`src/rtl/in_debounce.sv`:
```
`default_nettype none
// ============================================================================
//  Module      : in_debounce
//  Description : Input conditioning for a raw asynchronous pin. The pin is
//                brought into the CLK domain through a plain flop chain and
//                then debounced by a four-state qualifier. A new level is
//                accepted only after the synchronised input has disagreed
//                with the current level for DB_CYCLES consecutive enabled
//                cycles. Single-cycle RISE/FALL pulses accompany each level
//                change, and GLITCH pulses when a qualification is aborted
//                because the input went back.
//
//  Ports       :
//    CLK     in   1  clock, all flops on the rising edge
//    RST     in   1  asynchronous active-low reset
//    IN      in   1  raw asynchronous pin
//    EN      in   1  debounce enable (synchronous)
//    LEVEL   out  1  debounced level
//    RISE    out  1  one-cycle pulse in the cycle LEVEL goes 0->1
//    FALL    out  1  one-cycle pulse in the cycle LEVEL goes 1->0
//    BUSY    out  1  high while a transition is being qualified
//    GLITCH  out  1  one-cycle pulse when a qualification aborts
//
//  Parameters  :
//    SYNC_STAGES  synchroniser depth, 2..4
//    DB_CYCLES    qualification length in cycles, 1..2^CNT_W
//    CNT_W        qualification counter width
//
//  Revision    : 1.0  initial release
// ============================================================================
module in_debounce #(
  parameter int SYNC_STAGES = 2,
  parameter int DB_CYCLES   = 16,
  parameter int CNT_W       = 5
) (
  input  logic CLK,
  input  logic RST,
  input  logic IN,
  input  logic EN,
  output logic LEVEL,
  output logic RISE,
  output logic FALL,
  output logic BUSY,
  output logic GLITCH
);

  // --------------------------------------------------------------------------
  // State encoding and constants
  // --------------------------------------------------------------------------
  localparam logic [1:0] S_LOW      = 2'd0;
  localparam logic [1:0] S_RISE_CHK = 2'd1;
  localparam logic [1:0] S_HIGH     = 2'd2;
  localparam logic [1:0] S_FALL_CHK = 2'd3;

  localparam logic [CNT_W-1:0] c_CNT_ZERO = '0;
  localparam logic [CNT_W-1:0] c_CNT_ONE  = CNT_W'(1);
  // Last counter value of a qualification; the counter never goes past it.
  localparam logic [CNT_W-1:0] c_CNT_LAST = CNT_W'(DB_CYCLES - 1);
  // With a one-cycle qualification the first disagreeing sample is already
  // sufficient, so the stable states switch directly to each other.
  localparam bit               c_SINGLE   = (DB_CYCLES == 1);

  // --------------------------------------------------------------------------
  // Signals
  // --------------------------------------------------------------------------
  logic [SYNC_STAGES-1:0] sync_q;
  logic                   sync;

  logic [1:0]             state_q;
  logic [1:0]             state_d;
  logic [CNT_W-1:0]       cnt_q;
  logic [CNT_W-1:0]       cnt_d;

  logic                   rise_q;
  logic                   rise_d;
  logic                   fall_q;
  logic                   fall_d;
  logic                   glitch_q;
  logic                   glitch_d;

  // --------------------------------------------------------------------------
  // Synchroniser: bare shift chain, nothing between stages
  // --------------------------------------------------------------------------
  always_ff @(posedge CLK or negedge RST) begin
    if (!RST) begin
      sync_q <= '0;
    end else begin
      sync_q <= {sync_q[SYNC_STAGES-2:0], IN};
    end
  end

  assign sync = sync_q[SYNC_STAGES-1];

  // --------------------------------------------------------------------------
  // FSM state register, qualification counter and registered pulses
  // --------------------------------------------------------------------------
  always_ff @(posedge CLK or negedge RST) begin
    if (!RST) begin
      state_q  <= S_LOW;
      cnt_q    <= c_CNT_ZERO;
      rise_q   <= 1'b0;
      fall_q   <= 1'b0;
      glitch_q <= 1'b0;
    end else begin
      state_q  <= state_d;
      cnt_q    <= cnt_d;
      rise_q   <= rise_d;
      fall_q   <= fall_d;
      glitch_q <= glitch_d;
    end
  end

  // --------------------------------------------------------------------------
  // FSM next-state logic
  //
  // In a check state EN is examined first: dropping the enable abandons the
  // check silently, even in the cycle that would otherwise qualify.
  // A single sample that agrees with the current level aborts the check and
  // clears the counter, so counting never carries across an abort.
  // --------------------------------------------------------------------------
  always_comb begin
    state_d  = state_q;
    cnt_d    = cnt_q;
    rise_d   = 1'b0;
    fall_d   = 1'b0;
    glitch_d = 1'b0;

    case (state_q)
      S_LOW: begin
        if (sync && EN) begin
          if (c_SINGLE) begin
            state_d = S_HIGH;
            cnt_d   = c_CNT_ZERO;
            rise_d  = 1'b1;
          end else begin
            state_d = S_RISE_CHK;
            cnt_d   = c_CNT_ONE;
          end
        end
      end

      S_RISE_CHK: begin
        if (!EN) begin
          state_d = S_LOW;
          cnt_d   = c_CNT_ZERO;
        end else if (!sync) begin
          state_d  = S_LOW;
          cnt_d    = c_CNT_ZERO;
          glitch_d = 1'b1;
        end else if (cnt_q == c_CNT_LAST) begin
          state_d = S_HIGH;
          cnt_d   = c_CNT_ZERO;
          rise_d  = 1'b1;
        end else begin
          cnt_d = cnt_q + c_CNT_ONE;
        end
      end

      S_HIGH: begin
        if (!sync && EN) begin
          if (c_SINGLE) begin
            state_d = S_LOW;
            cnt_d   = c_CNT_ZERO;
            fall_d  = 1'b1;
          end else begin
            state_d = S_FALL_CHK;
            cnt_d   = c_CNT_ONE;
          end
        end
      end

      S_FALL_CHK: begin
        if (!EN) begin
          state_d = S_HIGH;
          cnt_d   = c_CNT_ZERO;
        end else if (sync) begin
          state_d  = S_HIGH;
          cnt_d    = c_CNT_ZERO;
          glitch_d = 1'b1;
        end else if (cnt_q == c_CNT_LAST) begin
          state_d = S_LOW;
          cnt_d   = c_CNT_ZERO;
          fall_d  = 1'b1;
        end else begin
          cnt_d = cnt_q + c_CNT_ONE;
        end
      end

      default: begin
        state_d = S_LOW;
        cnt_d   = c_CNT_ZERO;
      end
    endcase
  end

  // --------------------------------------------------------------------------
  // FSM outputs: decoded from the state register or taken straight from the
  // pulse flops, so nothing reaches an output combinationally from IN or EN.
  // --------------------------------------------------------------------------
  always_comb begin
    LEVEL  = (state_q == S_HIGH) || (state_q == S_FALL_CHK);
    BUSY   = (state_q == S_RISE_CHK) || (state_q == S_FALL_CHK);
    RISE   = rise_q;
    FALL   = fall_q;
    GLITCH = glitch_q;
  end

endmodule
`default_nettype wire

```
`config.mk`:
```
export PLATFORM = sky130hd
export DESIGN_NAME = in_debounce
export DESIGN_NICKNAME = d
export VERILOG_FILES = /design/src/rtl/in_debounce.sv
export SDC_FILE = /design/constraint.sdc
export NUM_CORES = 1
export LEC_CHECK = 0
export CAP_MARGIN = 40
export CORE_ASPECT_RATIO = 0.8
export CORE_UTILIZATION = 30
export CTS_BUF_LIST = sky130_fd_sc_hd__clkbuf_16
export DETAILED_ROUTE_END_ITERATION = 8
export DONT_BUFFER_PORTS = 1
export PLACE_DENSITY = 0.54
export SETUP_SLACK_MARGIN = 0.3
export SYNTH_ARGS = -nofsm -noshare
export SYNTH_HDL_FRONTEND = slang
export SYNTH_SLANG_ARGS = --single-unit
```
`constraint.sdc`:
```
create_clock -name CLK -period 2.6 [get_ports CLK]
set_input_delay 0.26 -clock CLK [delete_from_list [all_inputs] [get_ports CLK]]
set_output_delay 0.26 -clock CLK [all_outputs]
set_load 0.005 [all_outputs]
```
==> results of run 1 <==
layout make-up:
cell class	instances	area, um2
tap	22	27.5
fill	161	1010
timing repair buffer	1	10.0
inverter	1	3.75
sequential	12	300
clock buffer	3	75.1
multi-input combinational	31	203
worst max-delay path: stages (launching register included):
cell	delay [ns]
dfrtp_1	0.38
ha_1	0.19
nand3_1	0.11
nor2_1	0.26
nand3_1	0.18
mux2_2	0.31
cells by family after synthesis:
| group | share of synthesized area |
|---|---|
| AOI/OAI and AO/OA | 0.100 |
| xor gates and xnor gates | 0.0479 |
| adders and majority gates | 0.0239 |
| buffers and inverters | 0.0383 |
| DFF | 0.574 |
| muxes | 0.0215 |
| and+or+nand+nor | 0.194 |
through the flow:
stage / std cells / setup WS, ns / power [mW] / hold slack (ns)
floorplan: 47 / 1.25 / 0.220 / -0.0356
global placement: 66 / 1.09 / 0.223 / -0.0353
detailed placement: 66 / 1.06 / 0.223 / -0.0353
CTS: 70 / 1.05 / 0.506 / 0.0441
global route: 70 / 0.875 / 0.516 / 0.0433
finish: 70 / 1.05 / 0.496 / 0.0514
Yosys cell counts, types with 2 or more instances:
| master | count |
|---|---|
| dfrtp_1 | 12 |
| nor3b_1 | 2 |
| nand2_1 | 6 |
| nand3_1 | 4 |
| clkbuf_1 | 2 |
| o21a_1 | 2 |
| nor2_1 | 4 |
| o22ai_1 | 2 |
| a21oi_1 | 3 |
per-layer routing:
metal	routed length [um]	share of wire	global-route usage
met4	4	0.0047	0.0662
met5	0	0	0
met3	51	0.060	0.0620
met1	439	0.52	0.138
met2	349	0.41	0.191
path summary, 6_finish.rpt:
path | end | slack [ns]
setup reg to reg | state_q[1]$_DFFE_PN0P_ | 1.05
max in group asynchronous | cnt_q[4]$_DFFE_PN0P_ | 1.78
hold / removal | sync_q[0]$_DFF_PN0_ | 0.05
hold reg to reg | sync_q[1]$_DFF_PN0_ | 0.35
min in group asynchronous | FALL$_DFF_PN0_ | 0.45
setup / recovery | state_q[1]$_DFFE_PN0P_ | 1.05
power groups by stage:
| stage | clock, mW | combinational, mW | sequential (mW) |
|---|---|---|---|
| global placement | 0 | 0.0171 | 0.206 |
| floorplan | 0 | 0.0173 | 0.203 |
| detailed placement | 0 | 0.0171 | 0.206 |
| finish | 0.270 | 0.0219 | 0.203 |
| CTS | 0.280 | 0.0222 | 0.203 |
| global route | 0.286 | 0.0256 | 0.205 |
state kept, by name (all words and copies together) (netlist names):
signal and flops:
cnt_q 5, state_q 2, sync_q 2, FALL 1, GLITCH 1, RISE 1
==> metrics.md, run 1 <==
| Metric | Value |
|---|---|
| Worst vdd ir | `454 uV` |
| Hold Crit Class | `primary input to register` |
| Htree depth | `1` |
| Commonest register cell after synthesis | `dfrtp_1` |
| Die Ht | `39.3 um` |
| Leading area contributor after synthesis | `dfrtp_1` |
| Reg2Reg Depth | `5` |
| Ports | `9` |
| Clock Tree Buf Depth | `2` |
| Max-cap violations | `0` |
| Most common cell after layout, fill and taps aside | `dfrtp_1` |
| Synth top area cells | `dfrtp_1, nand2_1, nand3_1` |
| DRC errors left | `0` |
| CP startpoint | `cnt_q[0]$_DFFE_PN0P_` |
| Post-synthesis register bit count | `12` |
| Critical path type | `register to register` |
| Setup TNS | `0 ns` |
| Initial antenna violation count | `0` |
| RSZ-0062 raised after global routing | `false` |
| Most frequent cells in the layout | `dfrtp_1, nand2_1, nor2_1, nand3_1` |
| Critical Path Source Type | `register` |
| Quantity of I/O buffers inserted on ports | `0` |
| Clock latency on the worst-skew pair | `0.24 ns` |
| DR vias/cell | `about 4.7` |
| Number of global-route vias before repair | `approximately 350` |
| Crit Path Max Fanout | `4` |
| Area Growth Syn to Fin | `18.4%` |
| Crit end category | `register` |
| Final core occ | `0.381` |
| Internal Pwr Total | `0.403 mW` |
| Worst Path Arrival | `1.66 ns` |
| Sequential Power Share | `0.410` |
| Area share of the largest cell type after synthesis | `0.574` |
| TritonCTS sink count | `12` |
| Fmax | `0.646 GHz` |
| Syn Nets | `52` |
| Synth cell types | `19` |
| Leakage power | `0.275 nW` |
| Clk root buf | `clkbuf_16` |
| GRT Total Usage | `0.122` |
| Avg Cell Area, Syn | `11.1 um2` |
| CTS Hold Buffers Added | `1` |
| GRT overflow | `0` |
| CTS buffer count | `3` |
| Clock Power Share | `0.546` |
| CTS clk-pin slew, worst paths | `0.04 ns` |
| Ys Warns | `0` |
| Min Tclk post-route | `1.55 ns` |
| Mapped cell area | `~520 um2` |
| Hold wc startpoint | `IN` |
| Number of flops mapped to enable cells by yosys | `0` |
| Sw Pwr | `0.0927 mW` |
| TritonCTS clock tree | `built` |
| Routability cong. | `0.756` |
| Post_cts resized | `0` |
| Final Hold Fails | `0` |
| Status | `finished clean` |
| Pre-Repair DR Iteration Count | `4` |
| Setup violators final | `0` |
| Worst slew margin | `0.628` |
| Hold path cells | `0` |
| Die span in x | `roughly 49 um` |
| Post-route ant nets | `0` |
| WL/cell | `12.1 um` |
| Combinational share of power | `0.044` |
| Initial Util | `0.322` |
| First-pass GRT wire length | `1.62 mm` |
| Post-Syn Instances | `47` |
| WP data required | `approximately 2.7 ns` |
| PD cells | `800 nW/um2` |
| Die ar. | `1920 um2` |
| Standard-cell rows | `13` |
| Cell Area, Placed | `534 um2` |
| Via Count | `between 300 and 400` |
| Sw Ratio | `0.187` |
| Hpwl dp | `571 um` |
| Seq/Total Area, Yosys | `0.574` |
| Slew Limit Fails | `0` |
| WL final | `844 um` |
| Largest net degree at the start of global routing | `14` |
| Setup bufs post-CTS | `0` |
| Post-route cell area | `619 um2` |
| FFs w/ async S/R, synth | `1.00` |
| Fin crit share | `0.595` |
| Critical R2R Launch | `cnt_q[0]$_DFFE_PN0P_` |
| Placeable Area | `1630 um2` |
| Tightest Pin Transition | `0.556 ns` |
| Skew final | `0.00193 ns` |
| Layout cells sized above 1 | `0.146` |
| Antenna cells | `0` |
| Detailed router's first-iteration violation count | `2` |
| Final net count | `55` |
Note: power is estimated with default switching activity, not from simulation.
==> run 2, diff against run 1 <==
--- a/config.mk
+++ b/config.mk
@@ -11,7 +11,7 @@
 export CTS_BUF_LIST = sky130_fd_sc_hd__clkbuf_16
 export DETAILED_ROUTE_END_ITERATION = 8
 export DONT_BUFFER_PORTS = 1
-export PLACE_DENSITY = 0.54
+export PLACE_DENSITY = 0.55
 export SETUP_SLACK_MARGIN = 0.3
 export SYNTH_ARGS = -nofsm -noshare
 export SYNTH_HDL_FRONTEND = slang
==> constraint.sdc (replaced) <==
create_clock -name CLK -period 1.26 [get_ports CLK]
set_input_delay 0.126 -clock CLK [delete_from_list [all_inputs] [get_ports CLK]]
set_output_delay 0.126 -clock CLK [all_outputs]
set_load 0.005 [all_outputs]
==> metrics.md, run 2 (synthesis gave the netlist of run 1 again) <==
| Metric | Value |
|---|---|
| Die span in x | `48.7 um (unchanged)` |
| Worst Path Arrival | `1.44 ns (-0.22 ns)` |
| DP Worst Slack | `-0.0597 ns (-1.12 ns)` |
| Hpwl dp | `656 um (+15%)` |
| DR vias/cell | `4.38 (-6.3%)` |
| Worst slew margin | `0.636 (+0.00789)` |
| Routability cong. | `0.758 (+0.19%)` |
| Standard-cell rows | `13 (unchanged)` |
| Clk root buf | `clkbuf_16` |
| Status | `finished, violations left` |
| Detailed router's first-iteration violation count | `2 (unchanged)` |
| GRT overflow | `0 (unchanged)` |
| Ports | `9 (unchanged)` |
| Clock latency on the worst-skew pair | `0.24 ns (about the same)` |
| Antenna cells | `0 (unchanged)` |
| Hold path cells | `2 (+2)` |
| Initial Util | `0.322 (unchanged)` |
| Failing checks | `negative setup slack` |
| Fin crit share | `1.02 (+0.423)` |
| Die ar. | `1920 um2 (unchanged)` |
| TritonCTS clock tree | `built` |
| WHS | `0.0429 ns (-0.00848 ns)` |
| Worst setup margin | `-0.0233 ns (-1.08 ns)` |
| Final Hold Fails | `0 (unchanged)` |
| WL final | `1.02 mm (+21%)` |
| DRC errors left | `0 (unchanged)` |
| Post-route ant nets | `0 (unchanged)` |
| Final core occ | `0.528 (+0.147)` |
| Min Tclk post-route | `1.28 ns (-0.264 ns)` |
| Max reg flops | `5 (unchanged)` |
| Reg2Reg Depth | `7 (+2)` |
| Slew Limit Fails | `0 (unchanged)` |
| Number of global-route vias before repair | `415 (+18%)` |
| TritonCTS sink count | `12 (unchanged)` |
| WL/cell | `11.4 um (-5.8%)` |
| Tightest Pin Transition | `0.544 ns (-0.0118 ns)` |
| Final net count | `74 (+35%)` |
| CTS clk-pin slew, worst paths | `0.04 ns (about the same)` |
| Slowest cell on crit path | `dfrtp_1` |
| Initial antenna violation count | `0 (unchanged)` |
| Largest net degree at the start of global routing | `13 (-1)` |
| RSZ-0062 raised after global routing | `true` |
| Most common cell after layout, fill and taps aside | `buf_4` |
| Skew final | `0.00325 ns (+0.00132 ns)` |
| Htree depth | `1 (unchanged)` |
| Post-route cell area | `858 um2 (+39%)` |
| Worst flop-to-flop path endpoint | `cnt_q[0]$_DFFE_PN0P_` |
| Hold wc startpoint | `EN` |
| Pre-Repair DR Iteration Count | `2 (-2)` |
| Cell Area, Placed | `622 um2 (+16%)` |
| Placeable Area | `1630 um2 (unchanged)` |
| Finished Layout Cells | `90 (+29%)` |
| Layout cells sized above 1 | `0.515 (+0.369)` |
| Setup violators final | `2 (+2)` |
| GRT Total Usage | `0.148 (+0.0261)` |
| Die Ht | `39.3 um (unchanged)` |
| Most flops, register | `cnt_q` |
| # placed instances | `75 (+14%)` |
| Total Power | `1.10 mW (+120%)` |
| Area Growth Syn to Fin | `64.1%` |
| WHS Endpoint | `FALL$_DFF_PN0_` |
| First-pass GRT wire length | `1.87 mm (+15%)` |
| Hold Crit Class | `primary input to register` |
| Worst-path cell chain | `ha_4 > nand3_4 > nor2_4 > buf_4 > buf_6 > o21a_1 > nor2_1` |
| Critical R2R Launch | `cnt_q[1]$_DFFE_PN0P_` |
| Critical Path Source Type | `register` |
| Worst vdd ir | `839 uV (+85%)` |
| Quantity of I/O buffers inserted on ports | `0 (unchanged)` |
| R2R Setup Slk | `-0.02 ns (-1.08 ns)` |
| PD cells | `1290 nW/um2 (+61%)` |
| CTS buffer count | `3 (unchanged)` |
| Most frequent cells in the layout | `buf_4, dfrtp_1, nand2_1, buf_6` |
| Via Count | `394 (+20%)` |
| Setup TNS | `-0.0235 ns (-0.0235 ns)` |
| Critical path type | `register to register` |
| Largest registers | `cnt_q: 5 flops, state_q: 2 flops, sync_q: 2 flops` |
| Max-cap violations | `0 (unchanged)` |
| Max incr delay on CP | `0.40 ns (+0.02 ns)` |
| Fmax | `0.779 GHz (+21%)` |
| Crit end category | `register` |
| WP data required | `1.42 ns (-1.30 ns)` |
| Clock Tree Buf Depth | `2 (unchanged)` |
| Leakage power | `0.381 nW (+38%)` |
| Crit Path Max Fanout | `3 (-1)` |
run 2: cell type report:
| type | count | area [um2] |
|---|---|---|
| Timing Repair Buffer | 20 | 173 |
| Clock inverter | 1 | 3.75 |
| Clock buffer | 3 | 75.1 |
| Fill cell | 144 | 768 |
| Inverter | 1 | 3.75 |
| Tap cell | 22 | 27.5 |
| Sequential cell | 12 | 302 |
| Multi-Input combinational cell | 31 | 274 |
run 2: report_power, final:
part / switching, mW / internal, mW
clock: 0.155 / 0.417
sequential: 0.0148 / 0.402
combinational: 0.0507 / 0.0637
run 2: worst max-delay path: cells and delay by family (launching register included):
kind,cells,cell delay [ns]
AND/OR/NAND/NOR,3,0.24
flip-flops,1,0.40
buffers and inverters,2,0.23
adder cells (fa/ha/maj),1,0.18
AO/OA/AOI/OAI,1,0.15
run 2: repair_timing:
item,CTS,global route
cloned,0,0
endpoints found under the hold margin,14,0
buffers inserted,5,3
hold buffers,3,0
endpoints found under the setup margin,10,11
pin swaps,11,4
resized for setup,8,7
run 2: metal layers:
metal,vias up,global-route usage,wire (um)
met4,0,0.110,16
met3,2,0.0620,60
met2,11,0.233,485
met5,-,0,0
met1,176,0.165,460
li1,205,-,-
run 2: how the worst max path moves through the flow:
stage,startpoint,to,slack [ns],cells after the start
after CTS,cnt_q[0]$_DFFE_PN0P_,state_q[1]$_DFFE_PN0P_,-0.03,5
after global placement,cnt_q[1]$_DFFE_PN0P_,state_q[1]$_DFFE_PN0P_,-0.07,5
final,cnt_q[1]$_DFFE_PN0P_,cnt_q[0]$_DFFE_PN0P_,-0.02,7
after floorplan,cnt_q[0]$_DFFE_PN0P_,cnt_q[3]$_DFFE_PN0P_,-0.03,5
after detailed placement,cnt_q[1]$_DFFE_PN0P_,state_q[1]$_DFFE_PN0P_,-0.06,5
after global routing,cnt_q[1]$_DFFE_PN0P_,state_q[1]$_DFFE_PN0P_,-0.07,5
